File: src/rtl/icetap_jtag_master_if.sv
// Command/response channel between a local controller and icetap_jtag_master.
// Latency: none, signal bundle only.
// Backpressure: cmd_ready gates commands; responses are a one-cycle pulse with no backpressure.
interface icetap_jtag_master_if #(
  parameter int MAX_BITS = 64,
  parameter int LEN_W    = $clog2(MAX_BITS + 1)
);
  logic                cmd_valid;
  logic                cmd_ready;
  logic                cmd_ir;
  logic [LEN_W-1:0]    cmd_len;
  logic [MAX_BITS-1:0] cmd_tdi_data;
  logic                rsp_valid;
  logic [MAX_BITS-1:0] rsp_tdo_data;

  // Controller side: offers commands, receives captured TDO.
  modport master (
    output cmd_valid, cmd_ir, cmd_len, cmd_tdi_data,
    input  cmd_ready, rsp_valid, rsp_tdo_data
  );

  // JTAG master side: accepts commands, returns captured TDO.
  modport slave (
    input  cmd_valid, cmd_ir, cmd_len, cmd_tdi_data,
    output cmd_ready, rsp_valid, rsp_tdo_data
  );
endinterface

File: src/rtl/icetap_jtag_master.sv
// On-chip JTAG initiator: walks the TAP through IR/DR scans or a TMS reset and returns captured TDO.
// Latency: 2*CLK_DIV*(hdr+len+2) scan_clk cycles from accept to rsp_valid (hdr 3 DR / 4 IR); 12*CLK_DIV for TAP reset.
// Backpressure: cmd_ready only while idle, busy commands are ignored; rsp_valid is a single unstalled pulse.
module icetap_jtag_master #(
  parameter int MAX_BITS = 64,
  parameter int CLK_DIV  = 2,
  parameter int LEN_W    = $clog2(MAX_BITS + 1)
) (
  input  logic                 scan_clk_i,
  input  logic                 scan_reset_i,
  icetap_jtag_master_if.slave  cmd_if,
  output logic                 tck_o,
  output logic                 tms_o,
  output logic                 tdi_o,
  input  logic                 tdo_i
);

  localparam int SLOT_W = $clog2(2 * CLK_DIV);
  localparam int IDX_W  = $clog2(MAX_BITS);
  // The counter also walks the 6 TRST slots, so it needs at least 3 bits.
  localparam int CNT_W  = (LEN_W > 3) ? LEN_W : 3;

  localparam logic [SLOT_W-1:0] SLOT_LAST   = SLOT_W'(2 * CLK_DIV - 1);
  localparam logic [SLOT_W-1:0] SLOT_RISE   = SLOT_W'(CLK_DIV);
  localparam logic [SLOT_W-1:0] SLOT_SAMPLE = SLOT_W'(CLK_DIV - 1);
  localparam logic [LEN_W-1:0]  MAX_LEN     = LEN_W'(MAX_BITS);
  localparam logic [CNT_W-1:0]  TRST_LAST   = CNT_W'(5);

  typedef enum logic [2:0] {
    S_TRST,
    S_IDLE,
    S_HDR,
    S_SHIFT,
    S_TAIL,
    S_DONE
  } state_e;

  state_e              state_q, state_d;
  logic [SLOT_W-1:0]   slot_q, slot_d;
  logic [CNT_W-1:0]    cnt_q, cnt_d;
  logic                ir_q, ir_d;
  logic [LEN_W-1:0]    len_q, len_d;
  logic [MAX_BITS-1:0] data_q, data_d;
  logic [MAX_BITS-1:0] rsp_q, rsp_d;
  logic                cmd_rst_q, cmd_rst_d;
  logic                tck_q, tck_d;
  logic                tms_q, tms_d;
  logic                tdi_q, tdi_d;

  logic [LEN_W-1:0]    len_clamped;
  logic [CNT_W-1:0]    hdr_last;
  logic [CNT_W-1:0]    len_last;
  logic                new_slot;

  assign len_clamped = (cmd_if.cmd_len > MAX_LEN) ? MAX_LEN : cmd_if.cmd_len;
  assign hdr_last    = ir_q ? CNT_W'(3) : CNT_W'(2);
  assign len_last    = CNT_W'(len_q) - CNT_W'(1);

  assign cmd_if.cmd_ready    = (state_q == S_IDLE);
  assign cmd_if.rsp_valid    = (state_q == S_DONE);
  assign cmd_if.rsp_tdo_data = rsp_q;
  assign tck_o               = tck_q;
  assign tms_o               = tms_q;
  assign tdi_o               = tdi_q;

  // Next state: slot timing, phase sequencing, TDO capture and the tms/tdi value of each new slot.
  always_comb begin
    state_d   = state_q;
    slot_d    = slot_q;
    cnt_d     = cnt_q;
    ir_d      = ir_q;
    len_d     = len_q;
    data_d    = data_q;
    rsp_d     = rsp_q;
    cmd_rst_d = cmd_rst_q;
    tms_d     = tms_q;
    tdi_d     = tdi_q;
    new_slot  = 1'b0;

    case (state_q)
      S_IDLE: begin
        tms_d  = 1'b0;
        tdi_d  = 1'b0;
        slot_d = '0;
        cnt_d  = '0;
        if (cmd_if.cmd_valid) begin
          ir_d      = cmd_if.cmd_ir;
          len_d     = len_clamped;
          data_d    = cmd_if.cmd_tdi_data;
          rsp_d     = '0;
          cmd_rst_d = (len_clamped == '0);
          state_d   = (len_clamped == '0) ? S_TRST : S_HDR;
          new_slot  = 1'b1;
        end
      end
      S_DONE: begin
        state_d = S_IDLE;
        tms_d   = 1'b0;
        tdi_d   = 1'b0;
        slot_d  = '0;
      end
      default: begin
        // TDO as it stands at the end of the low phase, i.e. the edge where tck rises.
        if (state_q == S_SHIFT && slot_q == SLOT_SAMPLE) begin
          rsp_d[cnt_q[IDX_W-1:0]] = tdo_i;
        end
        if (slot_q == SLOT_LAST) begin
          slot_d   = '0;
          cnt_d    = cnt_q + CNT_W'(1);
          new_slot = 1'b1;
          case (state_q)
            S_TRST: if (cnt_q == TRST_LAST) begin
              cnt_d   = '0;
              state_d = cmd_rst_q ? S_DONE : S_IDLE;
            end
            S_HDR: if (cnt_q == hdr_last) begin
              cnt_d   = '0;
              state_d = S_SHIFT;
            end
            S_SHIFT: if (cnt_q == len_last) begin
              cnt_d   = '0;
              state_d = S_TAIL;
            end
            S_TAIL: if (cnt_q == CNT_W'(1)) begin
              cnt_d   = '0;
              state_d = S_DONE;
            end
            default: ;
          endcase
        end else begin
          slot_d = slot_q + SLOT_W'(1);
        end
      end
    endcase

    // tms/tdi change only as a slot begins (tck low) and hold for the whole slot.
    if (new_slot) begin
      tms_d = 1'b0;
      tdi_d = 1'b0;
      case (state_d)
        S_TRST:  tms_d = (cnt_d < TRST_LAST);
        S_HDR:   tms_d = (cnt_d == '0) || (ir_d && cnt_d == CNT_W'(1));
        S_SHIFT: begin
          tms_d = (cnt_d == CNT_W'(len_d) - CNT_W'(1));
          tdi_d = data_d[cnt_d[IDX_W-1:0]];
        end
        S_TAIL:  tms_d = (cnt_d == '0);
        default: ;
      endcase
    end

    tck_d = (slot_d >= SLOT_RISE);
  end

  // State register; reset restarts the TMS reset sequence and drops any scan in flight.
  always_ff @(posedge scan_clk_i) begin
    if (scan_reset_i) begin
      state_q   <= S_TRST;
      slot_q    <= '0;
      cnt_q     <= '0;
      ir_q      <= 1'b0;
      len_q     <= '0;
      data_q    <= '0;
      rsp_q     <= '0;
      cmd_rst_q <= 1'b0;
      tck_q     <= 1'b0;
      tms_q     <= 1'b1;
      tdi_q     <= 1'b0;
    end else begin
      state_q   <= state_d;
      slot_q    <= slot_d;
      cnt_q     <= cnt_d;
      ir_q      <= ir_d;
      len_q     <= len_d;
      data_q    <= data_d;
      rsp_q     <= rsp_d;
      cmd_rst_q <= cmd_rst_d;
      tck_q     <= tck_d;
      tms_q     <= tms_d;
      tdi_q     <= tdi_d;
    end
  end

endmodule

File: src/flat_wrapper.sv
// flat-port wrapper written by rule: the top's interface ports become plain ports
module icetap_jtag_master_flat 
#(
  parameter int MAX_BITS = 64,
  parameter int CLK_DIV  = 2,
  parameter int LEN_W    = $clog2(MAX_BITS + 1)
)
  (scan_clk_i, scan_reset_i, tck_o, tms_o, tdi_o, tdo_i, cmd_if_cmd_valid, cmd_if_cmd_ir, cmd_if_cmd_len, cmd_if_cmd_tdi_data, cmd_if_cmd_ready, cmd_if_rsp_valid, cmd_if_rsp_tdo_data);
  icetap_jtag_master_if #(.MAX_BITS(MAX_BITS), .LEN_W(LEN_W)) cmd_if_i ();
  input  logic scan_clk_i;
  input  logic scan_reset_i;
  output logic tck_o;
  output logic tms_o;
  output logic tdi_o;
  input  logic tdo_i;
  input wire logic [$bits(cmd_if_i.cmd_valid)-1:0] cmd_if_cmd_valid;
  input wire logic [$bits(cmd_if_i.cmd_ir)-1:0] cmd_if_cmd_ir;
  input wire logic [$bits(cmd_if_i.cmd_len)-1:0] cmd_if_cmd_len;
  input wire logic [$bits(cmd_if_i.cmd_tdi_data)-1:0] cmd_if_cmd_tdi_data;
  output wire logic [$bits(cmd_if_i.cmd_ready)-1:0] cmd_if_cmd_ready;
  output wire logic [$bits(cmd_if_i.rsp_valid)-1:0] cmd_if_rsp_valid;
  output wire logic [$bits(cmd_if_i.rsp_tdo_data)-1:0] cmd_if_rsp_tdo_data;
  assign cmd_if_i.cmd_valid = cmd_if_cmd_valid;
  assign cmd_if_i.cmd_ir = cmd_if_cmd_ir;
  assign cmd_if_i.cmd_len = cmd_if_cmd_len;
  assign cmd_if_i.cmd_tdi_data = cmd_if_cmd_tdi_data;
  assign cmd_if_cmd_ready = cmd_if_i.cmd_ready;
  assign cmd_if_rsp_valid = cmd_if_i.rsp_valid;
  assign cmd_if_rsp_tdo_data = cmd_if_i.rsp_tdo_data;
  icetap_jtag_master #(.MAX_BITS(MAX_BITS), .CLK_DIV(CLK_DIV), .LEN_W(LEN_W)) u_core (.scan_clk_i(scan_clk_i), .scan_reset_i(scan_reset_i), .cmd_if(cmd_if_i), .tck_o(tck_o), .tms_o(tms_o), .tdi_o(tdi_o), .tdo_i(tdo_i));
endmodule
File: config.mk
export PLATFORM = sky130hd
export DESIGN_NAME = icetap_jtag_master_flat
export DESIGN_NICKNAME = d
export VERILOG_FILES = /design/src/rtl/icetap_jtag_master_if.sv /design/src/rtl/icetap_jtag_master.sv /design/src/flat_wrapper.sv
export SDC_FILE = /design/constraint.sdc
export NUM_CORES = 1
export LEC_CHECK = 0
export ABC_AREA = 1
export CAP_MARGIN = 20
export CELL_PAD_IN_SITES_DETAIL_PLACEMENT = 0
export CELL_PAD_IN_SITES_GLOBAL_PLACEMENT = 1
export CORE_MARGIN = 2
export CORE_UTILIZATION = 31
export CTS_BUF_LIST = sky130_fd_sc_hd__clkbuf_4
export DETAILED_ROUTE_END_ITERATION = 6
export GPL_TIMING_DRIVEN = 0
export PLACE_DENSITY_LB_ADDON = 0.12
export SYNTH_ARGS = -nofsm -noshare
export SYNTH_HDL_FRONTEND = slang
export SYNTH_SLANG_ARGS = --single-unit
File: constraint.sdc
create_clock -name scan_clk_i -period 5.74 [get_ports scan_clk_i]
set_input_delay 0.861 -clock scan_clk_i [delete_from_list [all_inputs] [get_ports scan_clk_i]]
set_output_delay 0.861 -clock scan_clk_i [all_outputs]
set_load 0.01 [all_outputs]
==> results list, run 1 <==
* Run status: finished clean
* Worst setup startpoint: u_core.state_q[0]
- Crit share post-route: 64.4%
- Setup Fix Bufs, Post-CTS: 0
- Buffers inserted to repair hold after CTS numbered 0.
* Total routing resource utilization after global routing: 19.9%
* Max-slew violations: 0
- Worst Hold Slack: 470 ps
- The floorplan step defined a die boundary enclosing 0.0274 mm².
- Top flip-flop cell by instance count after synthesis: dfxtp_1
- FF-to-FF End: u_core.tdi_o
- The via count of the first global-routing pass is 7747.
- Post-synth top area cell: dfxtp_1
- The number of clock buffers added by TritonCTS is 17.
- In this run the biggest area consumer among cell types represents 37.7% of the synthesized area.
- Setup TNS: 0 ps
- Derived from the worst setup path, the maximum achievable clock frequency is 0.270 GHz.
- The worst setup path is captured at an output port.
- Entering global routing, the biggest net connects 17 pins.
* Maximum resistive drop on vdd: 0.0907 mV
* Clock Skew: 40.7 ps
- Using the TritonRoute via totals, the vias-per-cell ratio works out to 4.65.
* Number of failing setup endpoints in the final timing report: 0
- At the end of the flow, the number of nets in the layout was 1527.
- Max transition margin: 47.9%
- Data arrives at the worst endpoint at 2840 ps.
- Number of different library cells in the post-synthesis netlist: 39
* Seq/Total Area, Yosys: 37.7%
* Min-delay src: u_core.cmd_if.rsp_tdo_data[12]
* Sum of overflow across all layers after global routing: 0
- End of the critical path: cmd_if_cmd_ready
- In this run, the number of DRC markers left after iteration 0 of detailed routing was 620.
- Reg2Reg Depth: 16
* Start of the worst register-to-register path: u_core.slot_q[0]
- Global-route wire length before repair: 41800 µm
- At the pin with the least slew margin, the transition time is 782 ps.
- Period minus WS final: 3700 ps
* Clock insertion delay at the later pin of the skew report: 610 ps
- The average instance in the mapped netlist occupies 6.29 µm².
* Count of fill cells added during filler insertion: 2861
- Post_cts resized: 0
* Remaining routing DRC violations: 0
- Remaining number of nets flagged by the antenna check after routing: 0
* Cell types with the largest area share after synthesis: dfxtp_1 (38%), nand2_1 (18%), nor2_1 (8.5%), o21ai_0 (6.7%), inv_1 (6.5%)
- Relative area change from synthesis to final layout: 26.7%
- Via total after detailed routing: 8340
- From left edge to right edge, the die measures 165 µm.
- Setup slack, reg-to-reg: 2910 ps
- Number of placement rows: 59
- Worst Path Required: 4880 ps
- Max capacitance violation total: 0
- Maximum buffer depth of the clock tree: 2
- Drt pass-1 iters: 5
- Summed over all layers, the routed wires come to 26600 µm.
- Total count of hold-check failures in the final report: 0
- The analysis attributes to cell leakage a power of 3.90 nW.
- The post-route netlist has 6.58% of its cells at a drive strength greater than 1.
- The floorplan step defined a core boundary enclosing 0.0258 mm².
- Counting flops and latches in the post-synthesis netlist gives 152.
- The floorplan step set the die height to 165 µm.
- After synthesis, the most frequently instantiated cells are nand2_1 (389), nor2_1 (182), dfxtp_1 (152).
* Class of the worst hold path: reg2reg
- In this run the number of H-tree levels came out at 4.
* Clock tree from TritonCTS: built
- Once the floorplan was initialized, standard cells occupied 31.3% of the core.
- Net count after synthesis: 1365
* Synthesized area: 0.00808 mm²
* Count of warnings emitted by yosys: 0
* Power per standard cell area: 194 mW/mm²
- Synth async-reset ratio: 0%
- CTS Root Cell: clkbuf_4
* Number of buffer cells added on primary ports: 143
- Critical-path maximum fanout: 10
- Counting every sink on the clock net gives 152.
- Counting every instance in the synthesized netlist gives 1283.
- Setup repair after global routing left no endpoint under its margin.
- Among all cell types in the netlist, the one instantiated most often is nand2_1.
- The worst setup path is launched from a register.
- I/O pin count: 145
* Antenna violations before repair: 1
* Final GP Congestion: 0.806
- The critical path in this run is classified as reg2out.
* Number of enable-type register cells in the synthesized netlist: 0
* Detail-routed net length per standard cell: 14.8 µm
* Clock-pin slew on the worst setup and hold paths: 170 ps
* HPWL after detailed placement: 19600 µm
==> power by group <==
group	switching, mW	leakage [nW]	internal, mW
registers	0.00261	1.22	1.06
clock network	0.456	0.157	0.275
logic	0.103	2.52	0.0857
==> layout by cell type, fill, tap and decap left out, drive strengths merged <==
cell	Yosys	final
nand3	70	70
ha	6	6
o211ai	2	2
clkinv	1	4
dfxtp	152	152
a311oi	1	1
nor2	189	189
o21ai	123	123
clkdlybuf4s50	0	143
xor2	9	9
nor4	2	2
inv	156	163
nor3	12	12
o22ai	4	4
xnor2	4	4
nand4	7	7
clkinvlp	0	2
a22oi	5	5
o21bai	1	1
nand2	398	398
bufinv	0	2
diode	0	2
a31o	1	1
clkbuf	46	64
buf	18	18
a21oi	73	73
or2	2	2
a31oi	1	1
==> logic make-up (layout without fill, tap and decap cells) <==
kind of cell / count (synthesis) / in the layout / share of synthesized area, %
xor gates and xnor gates: 13 / 13 / 1.41
buffers and inverters: 221 / 396 / 11.1
AOI/OAI and AO/OA: 211 / 211 / 14.1
and+or+nand+nor: 680 / 680 / 34.8
other: 0 / 2 / 0
DFF: 152 / 152 / 37.7
adders and majority gates: 6 / 6 / 0.930
==> how the worst min path moves through the flow <==
| stage | endpoint | slack [ps] | cells past startpoint |
|---|---|---|---|
| floorplan | u_core.slot_q[0] | 440 | 1 |
| global placement | u_core.cmd_if.rsp_tdo_data[17] | 450 | 2 |
| detailed placement | u_core.cmd_if.rsp_tdo_data[17] | 450 | 2 |
| CTS | u_core.cmd_if.rsp_tdo_data[17] | 470 | 2 |
| global route | u_core.cmd_if.rsp_tdo_data[60] | 490 | 2 |
| finish | u_core.cmd_if.rsp_tdo_data[12] | 470 | 2 |
==> metal layers <==
layer  share of wire [%]  up-vias  track usage, %
li1                    -     4342               -
met1                  46     3767            26.1
met2                  47      204            33.9
met3                 5.1       27            3.22
met4                 1.3        0            5.13
met5                   0        -               0
==> metrics by stage <==
stage                     std cells  util, %  cell area [µm²]  power, mW  worst slack, ps
after detailed placement       1761     38.4             9930       1.28             2370
final                          1795     39.6            10200       1.98             2040
after CTS                      1793     39.6            10200       2.01             2030
after global routing           1795     39.6            10200       2.07             1890
after floorplan                1283        -             8080       1.18             3200
after global placement         1761     38.4             9930       1.28             2310
==> critical path: stages, from the launching register on <==
cell and delay, ps:
dfxtp_1 450, nand2_2 140, nor2_4 160, clkbuf_1 470, clkbuf_1 400, clkdlybuf4s50_1 620
==> area by class of cell <==
| class | instances | area, µm² | share of cell area (%) |
|---|---|---|---|
| Antenna cell | 2 | 5.00 | 0.0489 |
| Buffer | 64 | 308 | 3.01 |
| Clock buffer | 18 | 135 | 1.32 |
| Clock inverter | 14 | 161 | 1.58 |
| Inverter | 157 | 591 | 5.77 |
| Multi-Input combinational cell | 910 | 4130 | 40.4 |
| Sequential cell | 152 | 3040 | 29.8 |
| Tap cell | 335 | 419 | 4.10 |
| Timing Repair Buffer | 143 | 1430 | 14.0 |
==> registers in the layout, summed over array words and instances (netlist names), 2 cells and up <==
signal / cells
u_core.state_q: 3
u_core.len_q: 7
u_core.data_q: 64
u_core.cmd_if.rsp_tdo_data: 64
u_core.cnt_q: 7
u_core.slot_q: 2
(Power assumes the default switching activity.)
==> run 2, diff against run 1 <==
clock period = 3.7 ns   (was 5.74 ns; I/O delays follow)
==> results of run 2 <==
Same layout as run 1 (identical final DEF). Status: finished clean.
Among the figures that moved: setup slack after placement 2370 ps -> 633 ps; setup slack after layout 2040 ps -> 308 ps; register-to-register setup slack 2910 ps -> 870 ps; total power 1.98 mW -> 3.08 mW; worst IR drop on VDD 0.0907 mV -> 0.141 mV
==> run 3, diff against run 2 <==
CORE_MARGIN = default   (was 2)
==> run 3 against run 2 <==
Effect of this change:
- wire length fell by 1.1%
- utilization rose by 0.56 points
- worst hold slack got worse by 3.0 ps
- sequential power barely moved
- global-route usage rose by 0.31 points
- combinational power barely moved
- power fell by 2.0%
- clock-buffer cell count did not move
- critical path depth did not move
- maximum frequency fell by 1.3%
- clock power fell by 6%
- final area fell by 0.29%
- critical path type unchanged
- largest power group unchanged
==> results list, run 3 (synthesized netlist as in run 1, its figures left out) <==
* Worst-path cell chain: nand2_2 > nor2_4 > clkbuf_1 > clkbuf_1 > clkdlybuf4s50_1
- Number of placement rows: 58
- HPWL after detailed placement: 19400 µm
- Vias in the first global route: 7574
- Clock-pin slew on the worst setup and hold paths: 140 ps
- Family of cells with the greatest summed delay on the critical path: buffers and inverters
- The most numerous cell type found on the critical path is clkbuf_1.
* Crit share post-route: 92.9%
* CP startpoint kind: register
* CTS Root Cell: clkbuf_4
* Number of nets in the finished design: 1527
- Detail-routed net length per standard cell: 14.7 µm
- The library cell used most frequently in the layout, excluding fill and tap cells, is nand2_1.
- Crit path buffers/inverters: 3
- Area after detailed placement: 0.00992 mm²
- Maximum buffer depth of the clock tree: 2
* Height of the die: 163 µm
- TritonCTS Buffers: 17
* Remaining number of nets flagged by the antenna check after routing: 0
- The first global-routing pass estimated 41200 µm of wire.
- Setup violations remaining at the end of the flow were counted as 0.
* Run status: finished clean
- In this run, post-CTS hold repair placed 0 buffers.
- The slowest stage of the critical path belongs to the cell clkdlybuf4s50_1.
* Relative area change from synthesis to final layout: 26.3%
- Setup repair after global routing left no endpoint under its margin.
- The H-tree generated during clock tree synthesis spans 4 levels.
- Drt pass-1 iters: 5
- The clock reaches the later pin of the worst-skew pair after 600 ps.
- Max capacitance violation total: 0
- In the layout the commonest cells are nand2_1 (389), nor2_1 (182), dfxtp_1 (152).
- Number of clock sinks seen by CTS: 152
- WL final: 26300 µm
* Total routing resource utilization after global routing: 20.2%
- Post-CTS timing repair inserted 0 buffers for setup.
- At the worst endpoint, the arrival time is 2880 ps.
* Final GP Congestion: 0.846
- The number of endpoints with negative hold slack in the final report was 0.
- Delay of the slowest cell on the worst path: 660 ps
* Max-slew violations: 0
* Pin count of the biggest net entering global routing: 17
* Die area: 0.0267 mm²
- Clock Skew: 27.3 ps
* Worst Hold Slack: 467 ps
- Maximum resistive drop on vdd: 0.148 mV
- Once layout is complete, the utilization of the core stands at 40.1%.
- Design area: 0.0102 mm²
- Critical Path Sink Type: output port
- The worst pin sits at a relative slew slack of 49.1%.
- Worst Path Required: 3140 ps
- The worst hold path belongs to the class reg2reg.
* Antenna violations before repair: 1
* Setup WS post-layout: 262 ps
- Type of the worst setup path: reg2out
* Remaining routing DRC violations: 0
- Ratio of routed vias to standard cells: 4.59
* Post-placement worst setup slack: 583 ps
- Setup TNS: 0 ps
- After the first detailed-routing iteration, the DRC count stood at 488.
- After global routing the overflow that remains totals 0.
- I/O pin count: 145
- The floorplan step defined a core boundary enclosing 0.0254 mm².
- For this block, the via count after detailed routing is 8204.
- In this run the static leakage power is 3.88 nW.
- During placement, the flow inserted port buffers numbering 143.
- Tightest Pin Transition: 764 ps
* Post_cts resized: 0
- In this run the worst path has a maximum fanout of 10.
- Effective utilization at floorplan: 31.8%
- Based on the critical path, the design can be clocked at up to 0.291 GHz.
- Layout cell share with drive strength beyond 1: 6.58%
* Period minus WS final: 3440 ps
- In this run the horizontal extent of the chip is 163 µm.
- Power per standard cell area: 296 mW/mm²
* Clock tree from TritonCTS: built
==> run 3: final cells by class <==
cell class | count | area [µm²]
Timing Repair Buffer | 143 | 1430
Buffer | 64 | 308
Tap cell | 330 | 413
Antenna cell | 1 | 2.50
Fill cell | 2831 | 15200
Clock buffer | 18 | 135
Multi-Input combinational cell | 910 | 4130
Clock inverter | 14 | 140
Sequential cell | 152 | 3040
Inverter | 157 | 591
==> run 3: report_power, final <==
| part | internal [mW] | switching, mW |
|---|---|---|
| Sequential | 1.64 | 0.00421 |
| Clock | 0.358 | 0.717 |
| Combinational | 0.133 | 0.159 |
==> run 3: path summary, 6_finish.rpt <==
path	slack [ps]	to	startpoint	cells past startpoint
setup / recovery	260	cmd_if_cmd_ready	u_core.state_q[0]	5
hold / removal	470	u_core.cmd_if.rsp_tdo_data[30]	u_core.cmd_if.rsp_tdo_data[30]	2
setup reg to reg	880	u_core.tdi_o	u_core.len_q[0]	21
hold reg to reg	470	u_core.cmd_if.rsp_tdo_data[30]	u_core.cmd_if.rsp_tdo_data[30]	2
==> run 3: worst register-to-register path, stage by stage (launching register included) <==
cell and delay (ps):
dfxtp_1 360, inv_2 80, ha_1 310, inv_1 60, nand2_1 40, nand2_1 50
nand2_1 50, nor2_1 120, nand3_2 140, o21bai_4 170, nand2_4 120, nand3_2 100
nand2_4 110, inv_2 190, buf_4 220, nand2_1 70, nand3_1 70, nand3_1 100
nand2_1 110, nand3_2 80, nand3_2 90, a21oi_2 50
==> run 3: metal layers <==
layer | share of wire, % | vias to the layer above | track usage (%)
li1 | - | 4335 | -
met1 | 47 | 3666 | 26.5
met2 | 47 | 176 | 34.3
met3 | 3.8 | 27 | 3.20
met4 | 1.5 | 0 | 4.80
met5 | 0 | - | 0
==> run 3: metrics by stage <==
stage	total power, mW	std cells
after floorplan	1.83	1283
after global placement	1.98	1756
after detailed placement	1.98	1756
after CTS	3.04	1788
after global routing	3.15	1789
final	3.01	1789
